===== src/rtl/bullet_scheduler.sv =====
// rtl/bullet_scheduler.sv - player-bullet slot scheduler with cooldown and auto/one-shot fire
module bullet_scheduler #(
    parameter int NUM_SLOTS      = 5,
    parameter int COOLDOWN_TICKS = 8,
    parameter int REPEAT         = 1
) (
    input  logic                 clk,
    input  logic                 rst,
    input  logic                 fire_req,
    input  logic                 tick,
    input  logic [NUM_SLOTS-1:0] slot_busy,
    output logic [NUM_SLOTS-1:0] launch,
    output logic [2:0]           launch_idx,
    output logic                 all_busy,
    output logic                 cooling,
    output logic [7:0]           shot_count
);

    typedef enum logic [1:0] {
        IDLE,
        COOL,
        HOLD
    } state_t;

    state_t               state;
    state_t               state_nx;
    logic [2:0]           ptr;
    logic [2:0]           ptr_nx;
    logic [NUM_SLOTS-1:0] inflight;
    logic [7:0]           count;
    logic [7:0]           free8;
    logic [3:0]           scan_idx;
    logic [2:0]           sel;
    logic                 found;
    logic                 fire_go;
    logic                 busy_nx;

    // A slot is only reusable once its bullet has been seen in flight and then landed.
    always_comb begin
        free8                  = '0;
        free8[NUM_SLOTS-1:0]   = ~slot_busy & ~inflight;
        scan_idx               = '0;
        sel                    = '0;
        found                  = 1'b0;
        for (int k = 0; k < NUM_SLOTS; k++) begin
            scan_idx = {1'b0, ptr} + 4'(k);
            if (scan_idx >= 4'(NUM_SLOTS)) begin
                scan_idx = scan_idx - 4'(NUM_SLOTS);
            end
            if (!found && free8[scan_idx[2:0]]) begin
                found = 1'b1;
                sel   = scan_idx[2:0];
            end
        end
        ptr_nx = (sel == 3'(NUM_SLOTS - 1)) ? 3'd0 : sel + 3'd1;
    end

    always_comb begin
        state_nx = state;
        fire_go  = 1'b0;
        busy_nx  = 1'b0;
        case (state)
            IDLE: begin
                if (fire_req) begin
                    if (found) begin
                        fire_go  = 1'b1;
                        state_nx = COOL;
                    end else begin
                        busy_nx = 1'b1;
                    end
                end
            end
            COOL: begin
                if (tick && count == 8'd1) begin
                    state_nx = (REPEAT == 1) ? IDLE : HOLD;
                end
            end
            HOLD: begin
                if (!fire_req) begin
                    state_nx = IDLE;
                end
            end
            default: state_nx = IDLE;
        endcase
    end

    always_ff @(posedge clk) begin
        if (rst) begin
            state <= IDLE;
        end else begin
            state <= state_nx;
        end
    end

    always_ff @(posedge clk) begin
        if (rst) begin
            ptr        <= '0;
            inflight   <= '0;
            count      <= '0;
            launch     <= '0;
            launch_idx <= '0;
            all_busy   <= 1'b0;
            shot_count <= '0;
        end else begin
            launch   <= '0;
            all_busy <= busy_nx;
            inflight <= (inflight | launch) & ~slot_busy;
            if (fire_go) begin
                launch     <= {{(NUM_SLOTS-1){1'b0}}, 1'b1} << sel;
                launch_idx <= sel;
                ptr        <= ptr_nx;
                count      <= 8'(COOLDOWN_TICKS);
                if (shot_count != 8'hFF) begin
                    shot_count <= shot_count + 8'd1;
                end
            end else if (state == COOL && tick) begin
                count <= count - 8'd1;
            end
        end
    end

    assign cooling = (state == COOL);

endmodule


===== config.mk =====
export PLATFORM = sky130hd
export DESIGN_NAME = bullet_scheduler
export DESIGN_NICKNAME = d
export VERILOG_FILES = /design/src/rtl/bullet_scheduler.sv
export SDC_FILE = /design/constraint.sdc
export NUM_CORES = 1
export LEC_CHECK = 0
export BUFFER_PORTS_ARGS = -buffer_cell sky130_fd_sc_hd__buf_2
export CORE_MARGIN = 2
export CORE_UTILIZATION = 40
export DETAILED_ROUTE_END_ITERATION = 8
export MAX_ROUTING_LAYER = met4
export SYNTH_ARGS = -nofsm -noshare
export SYNTH_HDL_FRONTEND = slang
export SYNTH_SLANG_ARGS = --single-unit

===== constraint.sdc =====
create_clock -name clk -period 3.4 [get_ports clk]
set_input_delay 0.17 -clock clk [delete_from_list [all_inputs] [get_ports clk]]
set_output_delay 0.17 -clock clk [all_outputs]
set_load 0.005 [all_outputs]

### Word level (Yosys, flattened, before mapping)

Cells that the tools add are included.
Widths: inputs -> output; s select.

* register bits after elaboration: 35
* latch bits: 0
* RAM bits: 0
* memory bits (read-only): 0
* input bits: 9
* word-level logic and storage cells: 103
* memories: 0

* $add $sub $neg: 12
* $mul: 0
* div/mod/pow operators: 0
* $lt $le $gt $ge: 10
* eq/ne operators: 9
* shifts and indexed selects: 1
* mux-type cells: 37
* bitwise gates (word level): 8
* reduce and logical (&&, ||, !) cells: 17

Operator list (count)
* $mux 3: 11
* $lt 3x4->1 const B: 5
* $ge 4x3->1 const B: 4
* $bmux 1 s3: 5
* $sub 3x3->3 const B: 5
* $mux 1: 14
* $and 5x5->5: 2
* $not 5->5: 2
* $add 3x2->4 const B: 2
* $add 8x1->8 const B: 1
* $eq 8x1->1 const B: 1
* $mux 2: 4
* $mux 4: 2
* $ne 8x8->1 const B: 1
* $sub 8x1->8 const B: 1
* $logic_and 1x1->1: 6
* $ne 2x2->1 const B: 3
* $pmux 2 s3: 1
* $or 5x5->5: 1
* $shl 1x3->5 const A: 1
* $add 3x1->4 const B: 1
* $add 3x3->4 const B: 1
* $logic_not 1->1: 4
* $reduce_and 4->1: 1
* 12 further kinds: 15

### Depth between registers and ports, before layout

Gate-level depths: netlist (run 1).

* depth after elaboration: 22
* depth in mapped cells: 18
* depth with buffers taken out: 17

### Worst setup path before layout (run 1)

Ideal clock, no wire load.

* kind: register -> register
* start: register ptr[0]
* end: register ptr[0]
* setup time: 117 ps
* arrival time: 3648 ps
* required time: 3283 ps
* setup slack: -366 ps
* cell stages (with the launch flop): 16
* path buffers: 1
* cell sequence: dfxtp_1 -> buf_6 -> inv_2 -> ha_1 -> ha_1 -> a21o_4 -> o21ai_2 -> nand3_2 -> o41ai_4 -> a211o_1 -> a31oi_1 -> a211oi_4 -> ha_1 -> inv_1 -> or2_2 -> a32o_1

* longest elaborated chain between the ends: 20
* elaborated cells on any way between the ends: 53

RTL lines
* start, declared: RTL line 27 `logic [2:0] ptr;`
* start signal, assigned: RTL line 111 `ptr <= ptr_nx;`
* branches (longest 20 deep; another with $add 3x1->4)

Parallel ways; which one is timed is not known. The select of a mux whose other input is x is not followed.
A chain may end at the register's enable or synchronous reset.

### Final worst setup path (run 1)

* start: register ptr[1]
* end: register ptr[2]

* elaborated cells on any way between the ends: 53

RTL lines
* branches (longest 16 deep; another with $add 3x1->4)
* $mux 3 (*): RTL line 50 `if (!found && free8[scan_idx[2:0]]) begin`
* via sel[1]: RTL line 33 `logic [2:0] sel;`
* $add 3x1->3 / $eq 3x3->1 (equally long branches): RTL line 55 `ptr_nx = (sel == 3'(NUM_SLOTS - 1)) ? 3'd0 : sel + 3'd1;`
* $mux 3 (*): RTL line 55

Mark *: on every way through the listed nets, which the timed path passes. The select of a mux whose other input is x is not followed.

==> qor.txt, run 1 <==
Finished Cell Area -> 3792 um^2
Hold EP -> inflight[4]
critical path, cell by cell -> buf_12 -> ha_4 -> inv_1 -> fa_2 -> a211oi_1 -> a2bb2oi_4 -> o41a_1 -> a32o_2 -> nand2_1 -> a21oi_2 -> inv_2 -> ha_4 -> o31a_1 -> a221oi_2
first-pass GRT wire length -> 13920 um
most common library cells after synthesis -> nor2_1 (41), dfxtp_1 (34), nand2_1 (27)
CP peak stage delay -> 0.48 ns
hpwl dp -> 6545 um
Clock Latency Late Sink -> 0.29 ns
1st-iter DRT viols -> 259
Synth async-reset ratio -> 0
io pins -> 27
count leader, synth -> nor2_1
ys flop type -> dfxtp_1
Syn Area/Cell -> 8.326 um^2
worst hold path class -> in -> reg
Final nets -> 449
CP startpoint kind -> flop
core area -> 7176 um^2
H-tree Lvls -> 2
Power Density -> 997.0 nW/um^2
Final Hold Vio Count -> 0
Crit path required time -> 3.60 ns
dominant cells by area after synthesis -> dfxtp_1 (23%), ha_1 (5.5%), nor2_1 (5.2%), nand2_1 (3.4%), a21oi_1 (3.1%)
Setup-failing EPs final -> 0
Pleak -> 0.001494 uW
antenna viol nets, final -> 0
Max-Cap Viols -> 0
syn_nets -> 376
R2R Path End -> ptr[2]
Post-synth EDFFs -> 0
CTS root buf -> clkbuf_8
worst r2r src -> ptr[1]
hold_buf cts -> 0
DRT Wirelength -> 8694 um
hold path depth -> 2
Synth Warn # -> 0
Starting Density -> 0.4096
crit path launch -> ptr[1]
final max-slew violation count -> 0
Pre-Repair DR Iteration Count -> 5
Die ar. -> 8050 um^2
Vias -> 2942
cells after synthesis -> 353
Crit Path Max Fanout -> 5
share of cells above drive strength 1 -> 0.3770
minimum clock period after layout -> 3.334 ns
Netlist Area Pre-Place -> 2939 um^2
CTS Buf Count -> 5
largest net degree at the start of global routing -> 28
Die Wd -> 89.72 um
CTS Buffer Depth -> 2
vias in the first global route -> 2734
biggest area consumer among synthesized cells -> dfxtp_1
Num Clock Sinks -> 34
flops & latches, synth -> 34
measured slew at the worst slew-check pin -> 0.6116 ns
WL/cell -> 16.53 um
Setup TNS -> 0 ns
DRC violations left -> 0
num rows -> 31
maximum vdd ir drop -> 970.4 uV
Die H -> 89.72 um
routability cong. -> 0.9828
synth unique cells -> 82
status -> finished clean
Hold Startpoint -> slot_busy[4]
crit path max-delay cell type -> fa_2
CTS tree -> built
Syn-to-layout area delta -> 29.03%
sequential share of power -> 0.148
antenna violations before repair -> 0
internal power -> 2078 uW
final core occ -> 0.5285
IO buf count -> 26
Combinational Power Share -> 0.769
Switching Fraction -> 0.4505
Tcrit/Tclk final -> 0.9807
post-synth top area share -> 0.2316
Via density -> 5.593
clock network power share -> 0.083
Worst Skew -> 0.003444 ns
Global Route Usage Sum -> 0.2168
P_sw -> 1703 uW
Post-DP Area -> 3468 um^2
Pwr Total -> 3781 uW
Peak Freq -> 0.2999 GHz
Arr. time, crit path -> 3.53 ns
Crit Path Class -> reg -> reg
n_diodes -> 0
worst reg-to-reg path cell count -> 14
Overflow after GRT -> 0
register area share after synthesis -> 0.2316
Crit. End Element -> flop
R2R setup slack -> 0.07 ns
CP most frequent cell -> ha_4
clock-pin slew on the worst setup and hold paths -> 0.07 ns
RSZ-0062 raised after global routing -> yes
final hold slack -> 0.09915 ns
relative slew slack -> 0.5914
## repair_timing
| item | in CTS | in global routing |
|---|---|---|
| buffers inserted | 0 | 15 |
| pin swaps | 0 | 16 |
| resized for setup | 2 | 24 |
| setup endpoints to repair | 1 | 3 |
| endpoints found under the hold margin | 0 | 0 |
| gates cloned | 0 | 0 |
## through the flow
| stage | worst slack (ns) | instances |
|---|---|---|
| after floorplan | 0.02426 | 353 |
| after global placement | 0.02045 | 504 |
| after detailed placement | -0.02675 | 504 |
| after CTS | 0.02755 | 512 |
| after global routing | -0.08000 | 526 |
| final | 0.06570 | 526 |
## flip-flops by register name, indices dropped and copies added, names as in the netlist
name	flops
launch	5
launch_idx	3
state	1
all_busy	1
count	8
inflight	5
shot_count	8
ptr	3
## layout make-up
| class | instances | area [um^2] |
|---|---|---|
| clock buffers | 6 | 82.58 |
| repair buffers | 85 | 601.8 |
| well taps | 99 | 123.9 |
| fillers | 683 | 3383 |
| inverters | 13 | 61.31 |
| multi-input cells | 287 | 2221 |
| flip-flops and latches | 34 | 689.4 |
| clock inverters | 2 | 12.51 |
## worst max-delay path by stage
stage	endpoint	slack [ns]	cells past startpoint
2_1_floorplan	ptr[0]	0.02	15
3_3_place_gp	ptr[2]	0.02	14
3_5_place_dp	ptr[2]	-0.03	16
4_1_cts	ptr[0]	0.03	14
5_1_grt	ptr[2]	-0.08	15
6_report	ptr[2]	0.07	14
## routing by layer
metal  wire (um)  track usage  vias to the layer above
met5           0            -                        -
met4         236      0.07564                        0
met3         418      0.02766                       20
met2        3929       0.3415                       98
met1        4109       0.2888                     1356
li1            -            -                     1468
## cells in the final DEF, fill, tap and decap left out, types with 5 or more instances in the layout
master,n
a211oi_1,8
a21oi_1,15
buf_2,26
buf_4,56
clkbuf_8,6
dfxtp_1,31
ha_1,5
ha_4,5
inv_1,8
nand2_1,27
nand3_1,7
nand4_1,9
nor2_1,40
nor2b_1,7
nor3_1,15
nor3b_1,6
nor4_1,5
o211ai_1,6
o21ai_0,11
or2_2,5
xnor2_1,7
xor2_1,6
## cells by family (layout without fill, tap and decap cells)
kind of cell / after synthesis / after routing / synth area share
flops: 34 / 34 / 0.2316
mux: 5 / 5 / 0.01745
simple gates: 164 / 164 / 0.3155
xor+xnor: 13 / 13 / 0.03874
buf+inv: 32 / 106 / 0.06769
fa+ha+maj: 14 / 14 / 0.06216
compound gates: 91 / 91 / 0.2669
## critical path, delay by kind of cell (launching register included)
| kind | cells | cell delay [ns] |
|---|---|---|
| buffers and inverters | 3 | 0.27 |
| adders and majority gates | 3 | 0.81 |
| AOI/OAI and AO/OA | 7 | 1.68 |
| DFF | 1 | 0.38 |
| and+or+nand+nor | 1 | 0.10 |
## power by group through the flow
stage / logic, uW / registers, uW / clock network (uW)
3_5_place_dp: 2490 / 561 / 0
4_1_cts: 2520 / 553 / 327
5_1_grt: 3120 / 572 / 346
2_1_floorplan: 1700 / 550 / 0
3_3_place_gp: 2470 / 561 / 0
6_report: 2910 / 558 / 315
(Power assumes the default switching activity.)
==> run 2, diff against run 1 <==
--- a/config.mk
+++ b/config.mk
@@ -5,10 +5,10 @@
 export SDC_FILE = /design/constraint.sdc
 export NUM_CORES = 1
 export LEC_CHECK = 0
-export BUFFER_PORTS_ARGS = -buffer_cell sky130_fd_sc_hd__buf_2
 export CORE_MARGIN = 2
 export CORE_UTILIZATION = 40
 export DETAILED_ROUTE_END_ITERATION = 8
+export DONT_BUFFER_PORTS = 1
 export MAX_ROUTING_LAYER = met4
 export SYNTH_ARGS = -nofsm -noshare
 export SYNTH_HDL_FRONTEND = slang
==> run 2 against run 1 <==
- the flow now finishes with violations (hold timing)
- non-clock buffer count shrank 24
- flip-flop and latch count is the same
- maximum frequency shrank 0.16%
- critical path depth grew 2
- first-iteration DRC count shrank 13%
- global-route usage shrank 0.55 points
- sequential power grew 2%
- power shrank 1.6%
- final area shrank 0.86%
- worst setup slack lost 0.0054 ns
- utilization shrank 0.45 points
- critical endpoint is now ptr[0]
==> qor.txt, run 2 (synthesized netlist as in run 1, its figures left out) <==
status -> finished, violations left
failing checks -> hold timing
CTS tree -> built
final max-slew violation count -> 0
worst r2r src -> ptr[1]
Crit path required time -> 3.58 ns
core area -> 7176 um^2
n_diodes -> 0
commonest cells after routing, fill and taps aside -> buf_4 (44), nor2_1 (41), dfxtp_1 (31)
Register Area -> 686.9 um^2
RSZ-0062 raised after global routing -> yes
Starting Density -> 0.4096
measured slew at the worst slew-check pin -> 0.6684 ns
Global Route Usage Sum -> 0.2113
antenna violations before repair -> 0
CTS Buffer Depth -> 2
Crit Path Class -> reg -> reg
DRT Wirelength -> 8359 um
leading registers by flop count -> count x8, shot_count x8
WL/cell -> 16.62 um
num rows -> 31
routability cong. -> 0.9722
Arr. time, crit path -> 3.52 ns
Final Hold Vio Count -> 14
clock-pin slew on the worst setup and hold paths -> 0.08 ns
Die Wd -> 89.72 um
worst hold path class -> in -> reg
H-tree Lvls -> 2
antenna viol nets, final -> 0
first-pass GRT wire length -> 13760 um
share of cells above drive strength 1 -> 0.3218
CTS root buf -> clkbuf_8
maximum vdd ir drop -> 884.7 uV
Setup-failing EPs final -> 0
CP startpoint kind -> flop
final core occ -> 0.5240
Crit Path Max Fanout -> 7
Vias -> 2853
Via density -> 5.672
CTS Buf Count -> 5
Clock Latency Late Sink -> 0.29 ns
number of fill cells -> 682
IO buf count -> 0
hold_buf cts -> 12
Crit. End Element -> flop
largest net degree at the start of global routing -> 34
R2R Path End -> ptr[0]
crit path launch -> ptr[1]
minimum clock period after layout -> 3.340 ns
leading cell type in the layout, fill and taps excluded -> buf_4
Cell Count, Final, Fillers Out -> 503
Setup crit end -> ptr[0]
Overflow after GRT -> 0
DRC violations left -> 0
Pleak -> 0.001400 uW
worst reg-to-reg path cell count -> 16
Peak Freq -> 0.2994 GHz
Setup TNS -> 0 ns
Die H -> 89.72 um
Pwr Total -> 3721 uW
Multi-input gate area -> 2262 um^2
Power Density -> 989.5 nW/um^2
Num Clock Sinks -> 34
Tcrit/Tclk final -> 0.9823
Worst Skew -> 0.005034 ns
Pre-Repair DR Iteration Count -> 4
Final nets -> 426
R2R setup slack -> 0.06 ns
Max-Cap Viols -> 0
io pins -> 27
hpwl dp -> 6203 um
relative slew slack -> 0.5535
1st-iter DRT viols -> 226
Die ar. -> 8050 um^2
Post-Place Cells -> 471
final hold slack -> -0.06492 ns
vias in the first global route -> 2706
Syn-to-layout area delta -> 27.93%
[run 2: cell types whose count changed in the layout (fill, tap and decap cells not counted), moves of 2 or more]
| cell | change |
|---|---|
| buf_2 | -26 |
| dlygate4sd3_1 | +12 |
| a21oi_2 | -2 |
| buf_4 | -12 |
| a211oi_1 | -2 |
| buf_6 | +2 |
| a21oi_4 | +2 |
| a211oi_2 | +2 |
[run 2: critical path: stages, from the launching register on]
cell     delay, ns
dfxtp_2       0.37
buf_6         0.12
ha_4          0.15
inv_4         0.04
fa_2          0.49
buf_6         0.17
o21ai_4       0.15
a21oi_2       0.10
o41a_1        0.37
a32o_2        0.32
a21oi_4       0.16
a21oi_4       0.06
inv_2         0.06
ha_4          0.13
inv_2         0.04
or2_4         0.23
a32o_1        0.24
[run 2: what timing repair did]
item	in CTS	in global routing
endpoints found under the hold margin	21	14
resized for setup	5	29
endpoints found under the setup margin	3	6
buffers inserted	1	10
pin swaps	3	15
cloned	0	1
[run 2: per-layer routing]
metal / wire length (um) / up-vias / part of all wire / global-route usage
met3: 616 / 12 / 0.074 / 0.02766
met4: 130 / 0 / 0.016 / 0.05385
li1: - / 1420 / - / -
met5: 0 / - / 0 / -
met2: 3959 / 89 / 0.47 / 0.3314
met1: 3654 / 1332 / 0.44 / 0.2901
[run 2: per-stage QoR]
stage	setup WS, ns	hold WS [ns]	cell area (um^2)
after floorplan	0.02426	0.2493	3027
after global placement	-0.03188	0.2401	3311
after detailed placement	-0.07482	0.2417	3311
after CTS	-0.0003608	-0.06219	3547
after global routing	-0.04596	-0.07516	3760
final	0.06031	-0.06492	3760
[run 2: power breakdown]
group          internal, uW  total (uW)  switching, uW
Combinational          1370        2830           1460
Clock                   163         323            159
Sequential              479         570           91.8
[run 2: layout make-up]
cell class                      count  area share
Clock buffer                        6     0.02196
Timing Repair Buffer               61      0.1394
Inverter                           13     0.01697
Multi-Input combinational cell    287      0.6017
Sequential cell                    34      0.1827
Tap cell                           99     0.03295
Clock inverter                      2    0.002995
Timing Repair inverter              1    0.001331
[run 2: how the worst min path moves through the flow]
stage                            start           to  slack [ns]  cells past startpoint
final                              rst       ptr[2]       -0.06                      1
after global routing               rst       ptr[2]       -0.08                      1
after CTS                          rst       ptr[2]       -0.06                      1
after detailed placement           rst       ptr[2]        0.24                      1
after global placement             rst       ptr[2]        0.24                      1
after floorplan           slot_busy[1]  inflight[1]        0.25                      1
